**src/rtl/risc_mc_ctrl.sv**
```systemverilog
// rtl/risc_mc_ctrl.sv - multi-cycle fetch/decode/exec/mem/wb control FSM with memory-ready timeout
module risc_mc_ctrl #(
  parameter int MEM_WAIT_MAX = 15,
  parameter int RET_W        = 32
) (
  input  logic             clk,
  input  logic             rst,
  input  logic [5:0]       opcode,
  input  logic [3:0]       func,
  input  logic             a_zero,
  input  logic             a_neg,
  input  logic             mem_ready,
  output logic             ir_write,
  output logic             pc_write,
  output logic             pc_src,
  output logic             reg_write,
  output logic             mem_to_reg,
  output logic             mem_read,
  output logic             mem_write,
  output logic             ALUSrc,
  output logic [3:0]       ALUOp,
  output logic [2:0]       BranchOp,
  output logic             halted,
  output logic             err,
  output logic [RET_W-1:0] retired
);

  typedef enum logic [2:0] {
    RST_S, FETCH, DECODE, EXEC, MEM, WB, HALT, ERROR
  } state_t;

  localparam logic [5:0] OP_RALU = 6'd0;
  localparam logic [5:0] OP_IALU = 6'd1;
  localparam logic [5:0] OP_LD   = 6'd2;
  localparam logic [5:0] OP_ST   = 6'd3;
  localparam logic [5:0] OP_BR   = 6'd4;
  localparam logic [5:0] OP_BMI  = 6'd5;
  localparam logic [5:0] OP_BPL  = 6'd6;
  localparam logic [5:0] OP_BZ   = 6'd7;
  localparam logic [5:0] OP_NOP  = 6'd8;
  localparam logic [5:0] OP_HALT = 6'd9;

  localparam logic [7:0] WAIT_LIM = 8'(MEM_WAIT_MAX);

  state_t     state, state_nx;
  logic [7:0] wait_cnt, wait_cnt_nx;
  logic       ret_inc;
  logic       is_ld;
  logic       taken;

  assign is_ld = (opcode == OP_LD);

  // branch condition from the A-register flags
  always_comb begin
    taken = 1'b0;
    case (opcode)
      OP_BR:   taken = 1'b1;
      OP_BMI:  taken = a_neg;
      OP_BPL:  taken = ~a_neg;
      OP_BZ:   taken = a_zero;
      default: taken = 1'b0;
    endcase
  end

  // state, wait counter and retired-instruction counter registers
  always_ff @(posedge clk or posedge rst) begin
    if (rst) begin
      state    <= RST_S;
      wait_cnt <= '0;
      retired  <= '0;
    end else begin
      state    <= state_nx;
      wait_cnt <= wait_cnt_nx;
      if (ret_inc) retired <= retired + RET_W'(1);
    end
  end

  // next-state and control decode; wait counter clears unless a memory access keeps waiting
  always_comb begin
    state_nx    = state;
    wait_cnt_nx = '0;
    ret_inc     = 1'b0;
    ir_write    = 1'b0;
    pc_write    = 1'b0;
    pc_src      = 1'b0;
    reg_write   = 1'b0;
    mem_to_reg  = 1'b0;
    mem_read    = 1'b0;
    mem_write   = 1'b0;
    ALUSrc      = 1'b0;
    ALUOp       = 4'd0;
    BranchOp    = 3'd0;
    halted      = 1'b0;
    err         = 1'b0;
    case (state)
      RST_S: state_nx = FETCH;
      FETCH: begin
        mem_read = 1'b1;
        if (mem_ready) begin
          ir_write = 1'b1;
          pc_write = 1'b1;
          state_nx = DECODE;
        end else if (wait_cnt == WAIT_LIM) begin
          state_nx = ERROR;
        end else begin
          wait_cnt_nx = wait_cnt + 8'd1;
        end
      end
      DECODE: begin
        if (opcode <= OP_BZ) begin
          state_nx = EXEC;
        end else if (opcode == OP_NOP) begin
          state_nx = FETCH;
          ret_inc  = 1'b1;
        end else if (opcode == OP_HALT) begin
          state_nx = HALT;
          ret_inc  = 1'b1;
        end else begin
          state_nx = ERROR;
        end
      end
      EXEC: begin
        case (opcode)
          OP_RALU: begin
            ALUOp    = func;
            state_nx = WB;
          end
          OP_IALU: begin
            ALUSrc   = 1'b1;
            ALUOp    = func;
            state_nx = WB;
          end
          OP_LD, OP_ST: begin
            ALUSrc   = 1'b1;
            state_nx = MEM;
          end
          OP_BR, OP_BMI, OP_BPL, OP_BZ: begin
            ALUSrc   = 1'b1;
            BranchOp = opcode[2:0] - 3'd3;
            pc_write = taken;
            pc_src   = taken;
            ret_inc  = 1'b1;
            state_nx = FETCH;
          end
          default: state_nx = ERROR;
        endcase
      end
      MEM: begin
        ALUSrc    = 1'b1;
        mem_read  = is_ld;
        mem_write = ~is_ld;
        if (mem_ready) begin
          if (is_ld) begin
            state_nx = WB;
          end else begin
            state_nx = FETCH;
            ret_inc  = 1'b1;
          end
        end else if (wait_cnt == WAIT_LIM) begin
          state_nx = ERROR;
        end else begin
          wait_cnt_nx = wait_cnt + 8'd1;
        end
      end
      WB: begin
        reg_write  = 1'b1;
        mem_to_reg = is_ld;
        ALUSrc     = (opcode != OP_RALU);
        ALUOp      = is_ld ? 4'd0 : func;
        ret_inc    = 1'b1;
        state_nx   = FETCH;
      end
      HALT:    halted = 1'b1;
      ERROR:   err    = 1'b1;
      default: state_nx = ERROR;
    endcase
  end

endmodule

```
**config.mk**
```make
export PLATFORM = sky130hd
export DESIGN_NAME = risc_mc_ctrl
export DESIGN_NICKNAME = d
export VERILOG_FILES = /design/src/rtl/risc_mc_ctrl.sv
export SDC_FILE = /design/constraint.sdc
export NUM_CORES = 1
export LEC_CHECK = 0
export ABC_AREA = 1
export CAP_MARGIN = 20
export CORE_ASPECT_RATIO = 0.6
export CORE_MARGIN = 3
export CORE_UTILIZATION = 49
export DETAILED_ROUTE_END_ITERATION = 16
export PLACE_DENSITY = 0.76
export SLEW_MARGIN = 20
export SYNTH_ARGS = -nofsm -noshare
export SYNTH_HDL_FRONTEND = slang
export SYNTH_SLANG_ARGS = --single-unit
```
**constraint.sdc**
```tcl
create_clock -name clk -period 4.4 [get_ports clk]
set_input_delay 0.88 -clock clk [delete_from_list [all_inputs] [get_ports clk]]
set_output_delay 0.88 -clock clk [all_outputs]
set_load 0.05 [all_outputs]
```
==> results.sh <==
export IMPL_status="complete, no violations"
export IMPL_port_buffers=63
export IMPL_finalMaxSlewViolations=0
export IMPL_firstDrtPassIters=6
export IMPL_ant_nets=0
export IMPL_tns_ps=0
export IMPL_clk_path_buf_depth=2
export IMPL_cts_repair_resized=0
export IMPL_slowest_delay_ps=820
export IMPL_clock_latency_ps=310
export IMPL_dpl_cell_area_mm2=0.003902
export IMPL_swShare_pct=49.87
export IMPL_n_antenna_cell=0
export IMPL_cp_cell_sequence="clkdlybuf4s50_1 -> inv_1 -> ha_1 -> o211ai_1 -> nand3_1 -> nand2_1 -> a31oi_1 -> clkdlybuf4s50_1"
export IMPL_p_int_uw=758.2
export IMPL_drt_wirelength_per_cell_um=14.48
export IMPL_crit_arrival_ps=3180
export IMPL_critPathCaptureType="primary output"
export IMPL_synth_fp_nets=512
export IMPL_fin_nets=574
export IMPL_preCtsSetupSlack_ps=339.5
export IMPL_die_h_um=68.89
export IMPL_ios=64
export IMPL_crit_fanout=5
export IMPL_h_tree_depth=2
export IMPL_relSlewSlack_pct=61.99
export IMPL_post_route_period_util_pct=92.19
export IMPL_clkTransAtPathRegs_ps=80
export IMPL_clockRootBuffer="clkbuf_8"
export IMPL_drc=0
export IMPL_cts_setup_buffers=0
export IMPL_period_needed_ps=4057
export IMPL_start_util_pct=51.68
export IMPL_syn_area_mm2=0.003229
export IMPL_seq_power_share_pct=31.9
export IMPL_ir_drop_v=0.0003540
export IMPL_netlist_instances=488
export IMPL_cap_violations=0
export IMPL_dieArea_mm2=0.007633
export IMPL_grt_pass1_wl_um=15050
export IMPL_hold_buffers=0
export IMPL_drive_above_1_share_pct=5.636
export IMPL_num_fill_cells=602
export IMPL_gp_congestion=0.9637
export IMPL_finalSetupViolations=0
export IMPL_avgSynthCellArea_um2=6.618
export IMPL_cts_sinks=43
export IMPL_seq_area_frac_synth_pct=33.32
export IMPL_drt_initial_drc_count=413
export IMPL_place_hpwl_um=6960
export IMPL_share_comb_of_total_power_pct=50.6
export IMPL_fp_dieW_um=110.8
export IMPL_rows=22
export IMPL_path_common_cell="clkdlybuf4s50_1"
export IMPL_setup_slack_ps=343.5
export IMPL_design_area_mm2=0.003990
export IMPL_viasPerCell=5.364
export IMPL_cts_inserted_buffers=5
export IMPL_max_clock_freq_mhz=246.5
export IMPL_fin_cells=634
export IMPL_cts_tree="built"
export IMPL_critPathLaunchType="primary input"
export IMPL_path_class="in2out"
export IMPL_routed_wl_um=9178
export IMPL_ys_seq_elements=43
export IMPL_via_count=3401
export IMPL_first_global_vias=3082
export IMPL_grt_max_degree=44
export IMPL_slowest_stage="clkdlybuf4s50_1"
export IMPL_critical_path_required_ps=3520
export IMPL_grt_total_usage_pct=24.87
export IMPL_rsz0062_at_grt="false"
export IMPL_p_sw_uw=754.2
export IMPL_p_clk_share_pct=17.5
export IMPL_core_mm2=0.006248
export IMPL_hp_class="reg2reg"
export IMPL_p_leak_nw=1.839
export IMPL_antenna_found_initial=0
export IMPL_final_common_cell="nand2_1"
export IMPL_finalHoldViolations=0
export IMPL_yosysUniqueCellTypes=32
export IMPL_rrSetupSlack_ps=2070
export IMPL_finClkSkew_ps=7.445
export IMPL_dp_cells=627
export IMPL_worst_pin_slew_ps=570.2
export IMPL_powerDensity_mw_per_mm2=379.0
export IMPL_area_growth_synth_to_final_pct=23.56
export IMPL_grt_overflow=0
export IMPL_ys_warnings_count=0
export IMPL_layout_common_cells="nand2_1, nor2_1, clkdlybuf4s50_1, nand3_1, dfrtp_1"
==> cell type report <==
type,count,area (um^2),share of cell area (%)
flip-flops and latches,43,1076,26.97
multi-input cells,400,1943,48.70
clock inverters,1,5.005,0.1254
well taps,84,105.1,2.634
inverters,34,127.6,3.198
clock buffers,6,82.58,2.070
repair buffers,66,650.6,16.31
==> through the flow <==
step                power, mW  hold WS (ps)  util [%]
finish                  1.512         472.2     63.86
global route            1.605         486.9     63.86
CTS                     1.507         471.9     63.86
detailed placement      1.243         455.3     62.45
global placement        1.228         444.2     62.45
floorplan               1.055         425.1         -
==> sequential cells by signal, summed over array words and instances (netlist names) <==
| signal | cells |
|---|---|
| state | 3 |
| wait_cnt | 8 |
| retired | 32 |
==> synthesized netlist by cell type <==
| cell type | count | area share, % |
|---|---|---|
| a21boi_1 | 1 | 0.23 |
| buf_4 | 5 | 1.2 |
| xnor2_1 | 6 | 1.6 |
| a21oi_1 | 8 | 1.2 |
| nor2_2 | 5 | 0.97 |
| dfrtp_1 | 43 | 33 |
| a22oi_1 | 1 | 0.23 |
| or2_2 | 1 | 0.19 |
| xor2_1 | 13 | 3.5 |
| inv_1 | 28 | 3.3 |
| nand2_1 | 181 | 21 |
| nor3_1 | 5 | 0.77 |
| ha_1 | 9 | 3.5 |
| buf_6 | 3 | 1.0 |
| nor3_2 | 1 | 0.31 |
| nand2_4 | 2 | 0.70 |
| nor3_4 | 1 | 0.50 |
| nor2_1 | 70 | 8.1 |
| clkbuf_1 | 3 | 0.35 |
| o21ai_1 | 1 | 0.15 |
| nor2_4 | 2 | 0.70 |
| nand3b_1 | 11 | 2.6 |
| and3_1 | 2 | 0.39 |
| mux2_2 | 1 | 0.35 |
| o21bai_2 | 1 | 0.35 |
| a31oi_1 | 4 | 0.77 |
| nand4_1 | 6 | 1.2 |
| nor3b_1 | 1 | 0.23 |
| inv_2 | 6 | 0.70 |
| o21ai_0 | 7 | 1.1 |
| o211ai_1 | 2 | 0.46 |
| nand3_1 | 58 | 9.0 |
==> cells by family after synthesis <==
logic type,synth area share (%)
AOI/OAI and AO/OA,4.533
xor gates and xnor gates,5.153
adders and majority gates,3.487
buffers and inverters,6.509
DFF,33.32
muxes,0.3487
and+or+nand+nor,46.65
==> final timing paths <==
check | startpoint | to | depth (start not counted)
max | opcode[0] | pc_src | 8
min | wait_cnt[0]$_DFF_PP0_ | wait_cnt[0]$_DFF_PP0_ | 1
max reg2reg | state[1]$_DFFE_PP0P_ | retired[31]$_DFFE_PP0P_ | 10
min reg2reg | wait_cnt[0]$_DFF_PP0_ | wait_cnt[0]$_DFF_PP0_ | 1
max in group asynchronous | rst | retired[4]$_DFFE_PP0P_ | 3
min in group asynchronous | rst | wait_cnt[3]$_DFF_PP0_ | 3
==> power groups by stage <==
stage / logic (mW) / clock network (mW) / registers, mW
after floorplan: 0.534 / 0 / 0.520
after global placement: 0.741 / 0 / 0.487
after detailed placement: 0.755 / 0 / 0.488
after CTS: 0.757 / 0.269 / 0.481
after global routing: 0.831 / 0.285 / 0.489
final: 0.765 / 0.265 / 0.483
==> per-layer routing <==
| layer | wire [um] | track usage, % | vias up |
|---|---|---|---|
| met1 | 4770 | 38.62 | 1582 |
| li1 | - | - | 1686 |
| met3 | 667 | 5.231 | 17 |
| met2 | 3651 | 35.35 | 116 |
| met5 | 0 | 0 | - |
| met4 | 89 | 4.608 | 0 |
==> critical path, delay by kind of cell <==
kind | cells | cell delay, ps
AOI/OAI and AO/OA | 2 | 330
adders and majority gates | 1 | 250
buffers and inverters | 3 | 1400
and+or+nand+nor | 2 | 330
Power figures use the tool's default switching activity.
==> edit 1: new RTL, same flow settings <==
The parameter `RET_W` goes from 32 to 24.
--- a/src/rtl/risc_mc_ctrl.sv
+++ b/src/rtl/risc_mc_ctrl.sv
@@ -1,7 +1,7 @@
 // rtl/risc_mc_ctrl.sv - multi-cycle fetch/decode/exec/mem/wb control FSM with memory-ready timeout
 module risc_mc_ctrl #(
   parameter int MEM_WAIT_MAX = 15,
-  parameter int RET_W        = 32
+  parameter int RET_W        = 24
 ) (
   input  logic             clk,
   input  logic             rst,
Interface: changed (resized retired); port bits go from 64 to 56. No check against the original RTL was run, so the function may have changed too.
==> edit 1 against the unedited design <==
Sequential power fell by 14%. Sequential cell count fell by 8. Cell area fell by 16%. Synthesized area fell by 17%. Highest routed layer unchanged. Setup slack improved by 0.040 ns. Combinational power fell by 7.1%. Total power fell by 10%. Largest cell class unchanged. Largest power group unchanged. Routed wire length fell by 20%. Critical endpoint is now ALUOp[3]. Worst hold slack got worse by 0.0092 ns.
==> edit 1: results (changes against the unedited design) <==
Global routing
  • Global-route wire length before repair: 12590 µm (-16%)
  • GRT Util Overall: 24.26% (-0.61 points)
  • Vias in the first global route: 2574 (-16%)
  • Largest net degree at the start of global routing: 26 (-41%)

Clock network
  • Worst-Skew Late Latency: 0.29 ns (-0.02 ns)

Layout
  • Layout cells sized above 1: 4.989% (-0.65 points)
  • ClkCell Share: 2.539% (+0.34 points)
  • Seq area share: 26.14% (-0.83 points)
  • Data buffer area share: 16.88% (+0.57 points)
  • Area occupied by multi-input gates: 0.001607 mm² (-17%)
  • Non-clk bufs: 57 (-14%)
  • Top flop regs: retired (24), wait_cnt (8), state (3)
  • NumNets Final: 484 (-16%)

Synth
  • Synth Area in Adders: 4.202% (+0.71 points)
  • Synth Area in XOR/XNOR: 5.229% (+0.076 points)
  • Mux share of post-synthesis cell area: 0% (-0.35 points)
  • Top cells by area, synth: dfrtp_1 33%, nand2_1 20%, nand3_1 8.8%
  • Complex-gate fraction of the synthesized area: 5.929% (+1.4 points)
  • Commonest cells in the netlist: 142 x nand2_1, 55 x nor2_1, 47 x nand3_1, 35 x dfrtp_1, 31 x inv_1
  • Synthesized flop and latch total: 35 (-19%)
  • Synth Area per Inst: 6.617 µm² (about the same)

STA
  • Clock skew: 0.007991 ns (+0.0005464 ns)
  • Fmax: 249.0 MHz (+1.0%)
  • Slew headroom: 63.53% (+1.5 points)
  • WHS: 0.4631 ns (-0.009162 ns)

Power
  • Peak VDD IR: 0.3636 mV (+2.7%)

Worst setup path
  • R2R Setup Slk: 2.35 ns (+0.28 ns)
  • Reg2Reg Depth: 8 (-2)
  • Setup crit start: opcode[5]
  • CP endpoint: ALUOp[3]
  • Worst reg2reg startpoint: state[2]$_DFFE_PP0P_
  • Crit path max fanout: 14 (+9)
  • Crit Reg-Reg Endpoint: retired[1]$_DFFE_PP0P_
  • Worst path max stage delay: 0.71 ns (-0.11 ns)
  • Arrival time worst endpoint: 3.14 ns (-0.04 ns)

Place
  • Dpl ws: 0.3919 ns (+0.05242 ns)
  • Hpwl dp: 5676 µm (-18%)
  • Placed insts: 519 (-17%)
  • GP Congestion: 0.9400 (-2.5%)
  • I/O Buffers: 55 (-13%)

Routing
  • DRT iter0 DRCs: 270 (-35%)
  • Via count: 2860 (-16%)
  • DRT Pass-1 Iters: 7 (+1)

Run status
  • Status: completed
## edit 1: cell types whose count changed in the layout (fill, tap and decap cells not counted), sizes merged, moves of 4 or more
cell / change
dfrtp: -8
nand3: -11
nor2: -17
nand3b: -4
nand2: -39
clkdlybuf4s50: -7
## edit 1: layer usage
metal / up-vias / track usage [%] / share of wire, %
met1: 1319 / 38.94 / 51
met5: - / 0 / 0
li1: 1410 / - / -
met4: 0 / 3.151 / 0.42
met3: 4 / 6.748 / 9.6
met2: 127 / 32.41 / 39
## edit 1: power breakdown
group | internal (W) | leakage (nW) | switching [W] | total (W)
logic | 0.000201 | 1.09 | 0.000509 | 0.000711
registers | 0.000354 | 0.480 | 0.0000613 | 0.000415
clock network | 0.000111 | 0.0412 | 0.000120 | 0.000231
total | 0.000666 | 1.61 | 0.000690 | 0.00136
==> edit 2: new RTL, same flow settings <==
Without the edit above. Encoding of `state_t`: now Gray code (3 bits for 8 states).
--- a/src/rtl/risc_mc_ctrl.sv
+++ b/src/rtl/risc_mc_ctrl.sv
@@ -26,7 +26,7 @@
 );
 
   typedef enum logic [2:0] {
-    RST_S, FETCH, DECODE, EXEC, MEM, WB, HALT, ERROR
+    RST_S = 3'b000, FETCH = 3'b001, DECODE = 3'b011, EXEC = 3'b010, MEM = 3'b110, WB = 3'b111, HALT = 3'b101, ERROR = 3'b100
   } state_t;
 
   localparam logic [5:0] OP_RALU = 6'd0;
Behaviour: no difference found for any inputs over 10 cycles, from zero or initial values and one cycle with rst high; not proved beyond that.
==> edit 2 against the unedited design <==
Highest routed layer unchanged. Setup slack better by 0.093 ns. Routed wire length down 4.9%. Total power down 16%. Synthesized area up 0.31%. Largest cell class unchanged. Cell area about the same. Critical path depth unchanged. Sequential cell count unchanged. Register-to-register slack better by 0.21 ns. Sequential power down 5.4%. Core utilization about the same.
==> edit 2: results (changes against the unedited design) <==
Place
  • Hpwl dp: 6507 µm (-6.5%)
  • I/O Buffers: 63 (unchanged)
  • GP Congestion: 0.9394 (-2.5%)

Worst setup path
  • Reg2Reg Depth: 10 (unchanged)
  • Crit path max fanout: 4 (-1)
  • Largest delay share family, worst path: buffers and inverters
  • Slowest stage cell on the critical path: clkdlybuf4s50_1
  • Worst path max stage delay: 0.71 ns (-0.11 ns)
  • R2R Setup Slk: 2.28 ns (+0.21 ns)

Synth
  • Sequential cell area fraction in the yosys report: 33.22% (-0.10 points)
  • Main flop type after synthesis: dfrtp_1
  • Synth Area per Inst: 6.679 µm² (+0.93%)
  • Net Count, Synth: 506 (-1.2%)
  • Unique masters post-synth: 29 (-9.4%)
  • Fraction of registers with async set/reset: 100.0% (unchanged)
  • Synth warnings: 0 (unchanged)
  • Commonest cells in the netlist: 175 x nand2_1, 82 x nor2_1, 47 x nand3_1, 43 x dfrtp_1, 34 x inv_1
  • Top cells by area, synth: dfrtp_1 33%, nand2_1 20%, nor2_1 9.5%

STA
  • Worst-Margin Slew: 0.5474 ns (-0.02278 ns)
  • Clock skew: 0.007755 ns (+0.0003099 ns)

Layout
  • NumNets Final: 568 (-1.0%)
  • Top flop regs: retired (32), wait_cnt (8), state (3)
  • Layout cells sized above 1: 6.752% (+1.1 points)
  • Filler instances: 614 (+2.0%)
  • Ant. Diodes: 0 (unchanged)

Clock network
  • Post-CTS resize count: 0 (unchanged)
  • Clock buffer depth: 2 (unchanged)
  • Clk slew on worst S/H paths: 0.09 ns
  • Post-CTS Setup Bufs: 0 (unchanged)
  • Root Driver: clkbuf_8
  • H-tree Lvls: 2 (unchanged)
  • Worst-Skew Late Latency: 0.30 ns
  • CTS buffer count: 5 (unchanged)

Global routing
  • Initial antenna violation count: 0 (unchanged)
  • GRT Util Overall: 23.44% (-1.4 points)
  • Vias in the first global route: 2940 (-4.6%)
  • Global-route wire length before repair: 14540 µm (-3.4%)
  • Largest net degree at the start of global routing: 44 (unchanged)

Routing
  • Final wirelength: 8728 µm (-4.9%)
  • Via density: 5.220 (-2.7%)
  • DRT Pass-1 Iters: 5 (-1)
  • DRT iter0 DRCs: 377 (-8.7%)

Worst hold path
  • Worst Hold Depth: 1 (unchanged)
  • Hold Crit Class: reg2reg

Run status
  • Status: completed

Power
  • Peak VDD IR: 0.2413 mV (-32%)
  • Pleak: 1.867 nW (+1.6%)
==> edit 2: logic make-up after synthesis <==
kind of cell	after synthesis	share of synthesized area [%]
flops	43	33.22
compound gates	21	3.785
xor+xnor	19	5.137
buf+inv	47	7.686
fa+ha+maj	6	2.317
simple gates	349	47.86
==> edit 2: where the power goes <==
| part | internal [W] | switching, W |
|---|---|---|
| logic | 0.000147 | 0.000347 |
| registers | 0.000418 | 0.0000393 |
| clock network | 0.000169 | 0.000149 |
==> edit 2: per-stage QoR <==
step	worst slack (ns)	hold WS [ns]	area, µm²	cells
final	0.4364	0.4685	3993	632
after global routing	0.2548	0.5019	3993	632
after CTS	0.4266	0.4722	3993	632
after detailed placement	0.4265	0.4601	3880	624
after global placement	0.4919	0.4517	3880	624
after floorplan	1.033	0.4329	3239	485
==> edit 2: worst paths after layout <==
kind,end,startpoint
max in group asynchronous,retired[5]$_DFFE_PP0P_,rst
min,wait_cnt[0]$_DFF_PP0_,wait_cnt[0]$_DFF_PP0_
min in group asynchronous,wait_cnt[5]$_DFF_PP0_,rst
max,ALUOp[0],opcode[0]
min reg2reg,wait_cnt[0]$_DFF_PP0_,wait_cnt[0]$_DFF_PP0_
max reg2reg,retired[30]$_DFFE_PP0P_,retired[0]$_DFFE_PP0P_
==> edit 2: cell type report <==
| cell class | count | area share, % |
|---|---|---|
| tap | 84 | 2.632 |
| timing repair buffer | 65 | 16.17 |
| sequential | 43 | 26.95 |
| multi-input combinational | 395 | 47.95 |
| clock buffer | 5 | 1.724 |
| clock inverter | 3 | 1.097 |
| inverter | 37 | 3.479 |
==> edit 2: per-layer routing <==
metal	track usage [%]	vias up	share of wire [%]
met5	0	-	0
met3	4.185	4	7.2
met2	35.42	127	41
met4	3.226	0	0.39
li1	-	1649	-
met1	35.75	1519	51
